--- config.mk ---
export PLATFORM = sky130hd
export DESIGN_NAME = mul_div_sequencer
export DESIGN_NICKNAME = d
export VERILOG_FILES = /design/src/rtl/md_pkg.sv /design/src/rtl/md_iter_step.sv /design/src/rtl/mul_div_sequencer.sv
export SDC_FILE = /design/constraint.sdc
export NUM_CORES = 1
export LEC_CHECK = 0
export CAP_MARGIN = 20
export CELL_PAD_IN_SITES_DETAIL_PLACEMENT = 0
export CELL_PAD_IN_SITES_GLOBAL_PLACEMENT = 1
export CORE_AREA = 3 3 200 202
export CTS_CLUSTER_DIAMETER = 200
export DETAILED_ROUTE_END_ITERATION = 8
export DIE_AREA = 0 0 203 205
export PLACE_DENSITY_LB_ADDON = 0.1
export REMOVE_ABC_BUFFERS = 1
export SLEW_MARGIN = 10
export SYNTH_ARGS = -nofsm -noshare
export SYNTH_HDL_FRONTEND = slang
export SYNTH_SLANG_ARGS = --single-unit
--- constraint.sdc ---
create_clock -name clk -period 6.6 [get_ports clk]
set_input_delay 1.32 -clock clk [delete_from_list [all_inputs] [get_ports clk]]
set_output_delay 1.32 -clock clk [all_outputs]
set_load 0.03 [all_outputs]
--- src/rtl/md_pkg.sv ---
// Shared encodings and result constants for the iterative HI/LO multiply/divide unit.
package md_pkg;

  typedef enum logic [2:0] {
    OP_MULT  = 3'd0,
    OP_MULTU = 3'd1,
    OP_DIV   = 3'd2,
    OP_DIVU  = 3'd3,
    OP_MFHI  = 3'd4,
    OP_MFLO  = 3'd5,
    OP_MTHI  = 3'd6,
    OP_MTLO  = 3'd7
  } op_e;

  typedef enum logic [1:0] {
    ST_IDLE = 2'd0,
    ST_RUN  = 2'd1,
    ST_FIX  = 2'd2
  } state_e;

  localparam int MAX_WIDTH = 64;

  localparam logic MODE_MUL = 1'b0;
  localparam logic MODE_DIV = 1'b1;

  localparam logic [MAX_WIDTH-1:0] DIV0_QUOT = {MAX_WIDTH{1'b1}};
  localparam logic [MAX_WIDTH-1:0] OVF_REM   = {MAX_WIDTH{1'b0}};

  function automatic logic [MAX_WIDTH-1:0] most_negative(input int width);
    return {{(MAX_WIDTH-1){1'b0}}, 1'b1} << (width - 1);
  endfunction

endpackage

--- src/rtl/md_iter_step.sv ---
// One radix-2 iteration: shift-add for multiply, restoring shift-subtract for divide.
module md_iter_step
  import md_pkg::*;
#(
  parameter int DATA_WIDTH = 32
) (
  input  logic                  div_mode_i,
  input  logic [DATA_WIDTH-1:0] acc_hi_i,
  input  logic [DATA_WIDTH-1:0] acc_lo_i,
  input  logic [DATA_WIDTH-1:0] opnd_i,
  output logic [DATA_WIDTH-1:0] acc_hi_o,
  output logic [DATA_WIDTH-1:0] acc_lo_o
);

  logic [DATA_WIDTH:0]   sum_s;
  logic [DATA_WIDTH:0]   shifted_s;
  logic                  fits_s;
  logic [DATA_WIDTH-1:0] rem_sub_s;

  // The running remainder is always below the divisor, so the difference fits in DATA_WIDTH bits.
  assign sum_s     = {1'b0, acc_hi_i} + (acc_lo_i[0] ? {1'b0, opnd_i} : {(DATA_WIDTH+1){1'b0}});
  assign shifted_s = {acc_hi_i, acc_lo_i[DATA_WIDTH-1]};
  assign fits_s    = (shifted_s >= {1'b0, opnd_i});
  assign rem_sub_s = shifted_s[DATA_WIDTH-1:0] - opnd_i;

  always_comb begin
    acc_hi_o = acc_hi_i;
    acc_lo_o = acc_lo_i;
    if (div_mode_i == MODE_DIV) begin
      acc_hi_o = fits_s ? rem_sub_s : shifted_s[DATA_WIDTH-1:0];
      acc_lo_o = {acc_lo_i[DATA_WIDTH-2:0], fits_s};
    end else begin
      acc_hi_o = sum_s[DATA_WIDTH:1];
      acc_lo_o = {sum_s[0], acc_lo_i[DATA_WIDTH-1:1]};
    end
  end

endmodule

--- src/rtl/mul_div_sequencer.sv ---
// HI/LO multiply/divide sequencer: magnitude iteration over DATA_WIDTH cycles, then sign fix-up.
module mul_div_sequencer
  import md_pkg::*;
#(
  parameter int DATA_WIDTH = 32
) (
  input  logic                  clk,
  input  logic                  rst,
  input  logic                  op_valid,
  input  logic [2:0]            op,
  input  logic [DATA_WIDTH-1:0] src1,
  input  logic [DATA_WIDTH-1:0] src2,
  input  logic                  flush,
  output logic                  stall,
  output logic                  busy,
  output logic [DATA_WIDTH-1:0] rd_data,
  output logic                  done,
  output logic [DATA_WIDTH-1:0] hi,
  output logic [DATA_WIDTH-1:0] lo
);

  localparam int                    CW         = $clog2(DATA_WIDTH) + 1;
  localparam logic [CW-1:0]         CNT_LAST   = CW'(DATA_WIDTH - 1);
  localparam logic [CW-1:0]         CNT_ONE    = CW'(1);
  localparam logic [MAX_WIDTH-1:0]  MOST_NEG_W = most_negative(DATA_WIDTH);
  localparam logic [DATA_WIDTH-1:0] MOST_NEG   = MOST_NEG_W[DATA_WIDTH-1:0];
  localparam logic [DATA_WIDTH-1:0] DIV0_Q     = DIV0_QUOT[DATA_WIDTH-1:0];
  localparam logic [DATA_WIDTH-1:0] OVF_R      = OVF_REM[DATA_WIDTH-1:0];
  localparam logic [DATA_WIDTH-1:0] ZERO       = {DATA_WIDTH{1'b0}};
  localparam logic [DATA_WIDTH-1:0] ONE        = {{(DATA_WIDTH-1){1'b0}}, 1'b1};
  localparam logic [2*DATA_WIDTH-1:0] ONE2     = {{(2*DATA_WIDTH-1){1'b0}}, 1'b1};

  state_e                state_q;
  logic                  busy_q;
  logic                  done_q;
  logic [DATA_WIDTH-1:0] hi_q;
  logic [DATA_WIDTH-1:0] lo_q;
  logic [CW-1:0]         cnt_q;
  logic [DATA_WIDTH-1:0] acc_hi_q;
  logic [DATA_WIDTH-1:0] acc_lo_q;
  logic [DATA_WIDTH-1:0] opnd_q;
  logic                  div_q;
  logic                  neg_res_q;
  logic                  neg_rem_q;
  logic                  div0_q;
  logic                  ovf_q;

  op_e                   op_s;
  logic                  accept_s;
  logic                  signed_op_s;
  logic                  s1_neg_s;
  logic                  s2_neg_s;
  logic [DATA_WIDTH-1:0] acc_hi_d;
  logic [DATA_WIDTH-1:0] acc_lo_d;
  logic [2*DATA_WIDTH-1:0] prod_s;
  logic [DATA_WIDTH-1:0] fix_hi_s;
  logic [DATA_WIDTH-1:0] fix_lo_s;

  function automatic logic [DATA_WIDTH-1:0] cond_neg(input logic [DATA_WIDTH-1:0] v,
                                                     input logic neg);
    return neg ? (~v + ONE) : v;
  endfunction

  assign op_s        = op_e'(op);
  assign accept_s    = op_valid & ~busy_q & ~flush;
  assign stall       = op_valid & busy_q;
  assign busy        = busy_q;
  assign done        = done_q;
  assign hi          = hi_q;
  assign lo          = lo_q;
  assign signed_op_s = (op_s == OP_MULT) | (op_s == OP_DIV);
  assign s1_neg_s    = signed_op_s & src1[DATA_WIDTH-1];
  assign s2_neg_s    = signed_op_s & src2[DATA_WIDTH-1];

  md_iter_step #(.DATA_WIDTH(DATA_WIDTH)) u_step (
    .div_mode_i (div_q),
    .acc_hi_i   (acc_hi_q),
    .acc_lo_i   (acc_lo_q),
    .opnd_i     (opnd_q),
    .acc_hi_o   (acc_hi_d),
    .acc_lo_o   (acc_lo_d)
  );

  always_comb begin
    rd_data = ZERO;
    if (accept_s && op_s == OP_MFHI) begin
      rd_data = hi_q;
    end else if (accept_s && op_s == OP_MFLO) begin
      rd_data = lo_q;
    end else begin
      rd_data = ZERO;
    end
  end

  // Magnitude result from the iteration, sign-corrected; divide corner cases override it.
  always_comb begin
    prod_s   = {acc_hi_q, acc_lo_q};
    fix_hi_s = prod_s[2*DATA_WIDTH-1:DATA_WIDTH];
    fix_lo_s = prod_s[DATA_WIDTH-1:0];
    if (div_q) begin
      fix_lo_s = cond_neg(acc_lo_q, neg_res_q);
      fix_hi_s = cond_neg(acc_hi_q, neg_rem_q);
      if (div0_q) begin
        fix_lo_s = DIV0_Q;
      end else if (ovf_q) begin
        fix_lo_s = MOST_NEG;
        fix_hi_s = OVF_R;
      end else begin
        fix_lo_s = cond_neg(acc_lo_q, neg_res_q);
      end
    end else begin
      if (neg_res_q) begin
        prod_s = ~{acc_hi_q, acc_lo_q} + ONE2;
      end else begin
        prod_s = {acc_hi_q, acc_lo_q};
      end
      fix_hi_s = prod_s[2*DATA_WIDTH-1:DATA_WIDTH];
      fix_lo_s = prod_s[DATA_WIDTH-1:0];
    end
  end

  always_ff @(posedge clk or posedge rst) begin
    if (rst) begin
      state_q   <= ST_IDLE;
      busy_q    <= 1'b0;
      done_q    <= 1'b0;
      hi_q      <= ZERO;
      lo_q      <= ZERO;
      cnt_q     <= {CW{1'b0}};
      acc_hi_q  <= ZERO;
      acc_lo_q  <= ZERO;
      opnd_q    <= ZERO;
      div_q     <= 1'b0;
      neg_res_q <= 1'b0;
      neg_rem_q <= 1'b0;
      div0_q    <= 1'b0;
      ovf_q     <= 1'b0;
    end else begin
      done_q <= 1'b0;
      case (state_q)
        ST_IDLE: begin
          if (accept_s) begin
            case (op_s)
              OP_MULT, OP_MULTU: begin
                acc_hi_q  <= ZERO;
                acc_lo_q  <= cond_neg(src2, s2_neg_s);
                opnd_q    <= cond_neg(src1, s1_neg_s);
                div_q     <= MODE_MUL;
                neg_res_q <= s1_neg_s ^ s2_neg_s;
                neg_rem_q <= 1'b0;
                div0_q    <= 1'b0;
                ovf_q     <= 1'b0;
                cnt_q     <= {CW{1'b0}};
                busy_q    <= 1'b1;
                state_q   <= ST_RUN;
              end
              OP_DIV, OP_DIVU: begin
                acc_hi_q  <= ZERO;
                acc_lo_q  <= cond_neg(src1, s1_neg_s);
                opnd_q    <= cond_neg(src2, s2_neg_s);
                div_q     <= MODE_DIV;
                neg_res_q <= s1_neg_s ^ s2_neg_s;
                neg_rem_q <= s1_neg_s;
                div0_q    <= (src2 == ZERO);
                ovf_q     <= signed_op_s & (src1 == MOST_NEG) & (src2 == {DATA_WIDTH{1'b1}});
                cnt_q     <= {CW{1'b0}};
                busy_q    <= 1'b1;
                state_q   <= ST_RUN;
              end
              OP_MTHI: hi_q <= src1;
              OP_MTLO: lo_q <= src1;
              default: ;
            endcase
          end
        end
        ST_RUN: begin
          if (flush) begin
            busy_q  <= 1'b0;
            state_q <= ST_IDLE;
          end else begin
            acc_hi_q <= acc_hi_d;
            acc_lo_q <= acc_lo_d;
            cnt_q    <= cnt_q + CNT_ONE;
            if (cnt_q == CNT_LAST) begin
              state_q <= ST_FIX;
            end
          end
        end
        ST_FIX: begin
          busy_q  <= 1'b0;
          state_q <= ST_IDLE;
          if (!flush) begin
            hi_q   <= fix_hi_s;
            lo_q   <= fix_lo_s;
            done_q <= 1'b1;
          end
        end
        default: begin
          busy_q  <= 1'b0;
          state_q <= ST_IDLE;
        end
      endcase
    end
  end

endmodule

==> impl_metrics.csv <==
group,metric,value,unit
outcome,outcome,"complete, no violations",
timing,tightestPinTransition,1.075,ns
finish,antennaDiodeCount,0,
setup_path,r2r_end,"acc_hi_q[26]",
pwr,comb_power_share,12.6,%
clocking,postCtsSetupBuffers,0,
timing,setup_slack,1.592,ns
setup_path,critPathArrivalTime,3.69,ns
clocking,numCtsBuffers,17,
clocking,clkLatencyLatePin,0.47,ns
clocking,hold_buffers,0,
die,die_w,203,um
timing,whs,0.4862,ns
timing,max_freq,199.7,MHz
placed_design,post-place-ws,1.576,ns
timing,skew,0.01648,ns
pwr,power_frac_seq,41.1,%
setup_path,required,5.28,ns
die,start_util,42.91,%
synth,ys_seq_area_share,26.53,%
clocking,cts_tree,"done",
clocking,clockBufferDepth,2,
placed_design,dpl.hpwl,51.27,mm
finish,area_growth_syn_to_layout,16.80,%
setup_path,reg2reg_depth,13,
global_route,grt_pass1_vias,16780,
clocking,clock_sinks,175,
die,rows,72,
finish,nFillCells,3852,
timing,finalSetupViolCount,0,
placed_design,portBuffers,169,
timing,period_share,75.88,%
routing,dr.first_iter.drc_count,1905,
timing,timing.slew.headroom,28.32,%
setup_path,start_kind,"input pin",
worst_hold_path,min_from,"opnd_q[2]",
worst_hold_path,hold_class,"reg2reg",
pwr,power_frac_clock,46.4,%
placed_design,routabilityCongestion,0.9836,
routing,vias,17790,
pwr,powerDensity,138.5,nW/um2
clocking,cts_resized,0,
die,ios,170,
synth,synth_seq_cells,175,
clocking,cts.clk_slew.worst_paths,0.07,ns
pwr,switching_share,26.60,%
finish,post-route-util,50.11,%
pwr,p_leak,8.132,nW
synth,ys.flop_type,"dfrtp_1",
synth,synthArstFlopShare,100.0,%
setup_path,r2r_setup_slack,2.33,ns
die,die_area,41620,um2
global_route,antenna_found_initial,0,
finish,final_cells,2792,
setup_path,regToRegStartpoint,"acc_lo_q[0]",
synth,syn_inst,2188,
worst_hold_path,hold_end,"opnd_q[2]",
die,core-area,38470,um2
placed_design,placed_area,18560,um2
global_route,grt_start_max_net_pins,121,
finish,final_layout_size_suffix_gt1_share,4.793,%
clocking,h-tree-depth,4,
routing,drt_wl_total,68.92,mm
global_route,gr-total-overflow,0,
synth,synth_warnings,0,
flow_run,maxCapViolCount,0,
routing,antenna_left,0,
global_route,grt_pass1_wl,104.5,mm
pwr,power_switching,0.0007101,W
setup_path,critPathMaxFanout,21,
placed_design,placed_cells,2758,
worst_hold_path,min_path_cells,2,
synth,synthesis.area,16500,um2
timing,maxSlewViolCount,0,
timing,finalHoldViolations,0,
pwr,internal_power,0.001959,W
setup_path,end_kind,"primary output",
timing,period_needed,5.008,ns
setup_path,criticalPathCategory,"in2out",
routing,avgViaCountPerCell,6.372,
timing,rsz0062_at_grt,"false",
finish,fin_area,19280,um2
finish,fin_nets,2404,
synth,syn_area_per_cell,7.543,um2
routing,dr.pass1.iters,6,
die,die_h,205,um
routing,wl_per_cell,24.68,um
synth,synth.distinct_cells,82,
routing,drcViolationCount,0,
clocking,ctsRootBufferMaster,"clkbuf_16",
synth,synth_edf_count,0,
pwr,vdd.ir_drop.worst,0.0001387,V
global_route,globalRouteTotalUtil,32.49,%
## per-layer routing
metal	track usage, %	share of wire [%]
met1	45.76	44
met2	50.36	44
met3	4.322	7.6
met4	13.26	4.4
met5	0	0
## final cells by class
type,count,area (um2),area share (%)
clock buffer,22,444.2,2.304
clock inverter,10,235.2,1.220
inverter,69,266.5,1.382
multi-input combinational,1796,11350,58.89
sequential,175,4382,22.73
tap,518,648.1,3.362
timing repair buffer,202,1949,10.11
## synthesized netlist by cell type, drive strengths merged (6+ instances only)
| library cell | number | area share (%) |
|---|---|---|
| a221oi | 11 | 0.62 |
| o22ai | 13 | 0.49 |
| or2 | 15 | 0.57 |
| o21bai | 6 | 0.27 |
| nand3b | 8 | 0.44 |
| o31a | 8 | 0.42 |
| o41ai | 12 | 0.73 |
| nand3 | 30 | 0.91 |
| a21o | 28 | 1.3 |
| o221ai | 27 | 1.4 |
| xnor2 | 79 | 4.2 |
| ha | 70 | 5.3 |
| clkbuf | 138 | 3.1 |
| a22oi | 25 | 1.1 |
| mux2 | 8 | 0.55 |
| o31ai | 38 | 1.8 |
| or3 | 27 | 1.0 |
| o311ai | 7 | 0.37 |
| nand2 | 230 | 5.2 |
| and2 | 14 | 0.53 |
| mux2i | 70 | 4.2 |
| a31oi | 23 | 0.87 |
| nor4 | 17 | 0.68 |
| a211oi | 27 | 1.2 |
| or4 | 20 | 0.93 |
| dfrtp | 175 | 27 |
| o311a | 7 | 0.42 |
| o211ai | 32 | 1.5 |
| nand4 | 21 | 0.80 |
| nor3 | 66 | 2.0 |
| inv | 69 | 1.6 |
| a211o | 7 | 0.37 |
| o21a | 11 | 0.50 |
| nor2 | 225 | 5.1 |
| nor2b | 16 | 0.61 |
| a21oi | 214 | 6.5 |
| o21ai | 208 | 6.3 |
| xor2 | 82 | 4.4 |
| buf | 10 | 0.27 |
| and3 | 9 | 0.34 |
| nand2b | 27 | 1.1 |
## power groups by stage
stage | Combinational, W | Sequential, W | Clock [W]
3_3_place_gp | 0.000326 | 0.00112 | 0
4_1_cts | 0.000331 | 0.00110 | 0.00124
6_report | 0.000335 | 0.00110 | 0.00124
2_1_floorplan | 0.000183 | 0.00111 | 0
3_5_place_dp | 0.000329 | 0.00112 | 0
5_1_grt | 0.000368 | 0.00110 | 0.00129
## worst max-delay path by stage
| stage | startpoint | end | cells after the start |
|---|---|---|---|
| 2_1_floorplan | flush | acc_hi_q[31] | 8 |
| 3_5_place_dp | flush | rd_data[10] | 7 |
| 3_3_place_gp | flush | rd_data[2] | 7 |
| 4_1_cts | flush | rd_data[10] | 7 |
| 6_report | flush | rd_data[10] | 7 |
| 5_1_grt | flush | rd_data[9] | 7 |
## registers in the layout, summed over array words and instances, names as in the netlist, 2 cells and up
| register | flops |
|---|---|
| acc_hi_q | 32 |
| acc_lo_q | 32 |
| hi | 32 |
| lo | 32 |
| opnd_q | 32 |
| cnt_q | 6 |
| state_q | 2 |
## critical path, stage by stage
cell and delay [ns]:
clkdlybuf4s50_1 0.48, inv_1 0.11, nand3_1 0.12, nand3b_1 0.43, buf_4 0.38, nor2_1 0.15, clkdlybuf4s50_1 0.68
## cell usage in the layout (no fill, tap or decap), drive strengths merged, types with 35 or more instances in the layout
master / netlist / layout
a21oi: 214 / 214
nor3: 66 / 66
dfrtp: 175 / 175
ha: 70 / 70
o21ai: 208 / 208
xor2: 82 / 82
mux2i: 70 / 70
o31ai: 38 / 38
nor2: 225 / 225
clkdlybuf4s50: 0 / 167
inv: 69 / 70
buf: 10 / 35
nand2: 230 / 230
xnor2: 79 / 79
## stage by stage
stage	TNS, ns	power (W)
floorplan	-18.99	0.001292
global placement	0	0.001442
detailed placement	0	0.001445
CTS	0	0.002666
global route	0	0.002752
finish	0	0.002669
## cells by family after synthesis
group,after synthesis,share of synthesized area (%)
AOI/OAI and AO/OA,739,28.07
xor gates and xnor gates,161,8.544
muxes,78,4.791
buffers and inverters,217,4.981
DFF,175,26.53
adders and majority gates,72,5.549
and+or+nand+nor,746,21.53
(Power assumes the default switching activity.)
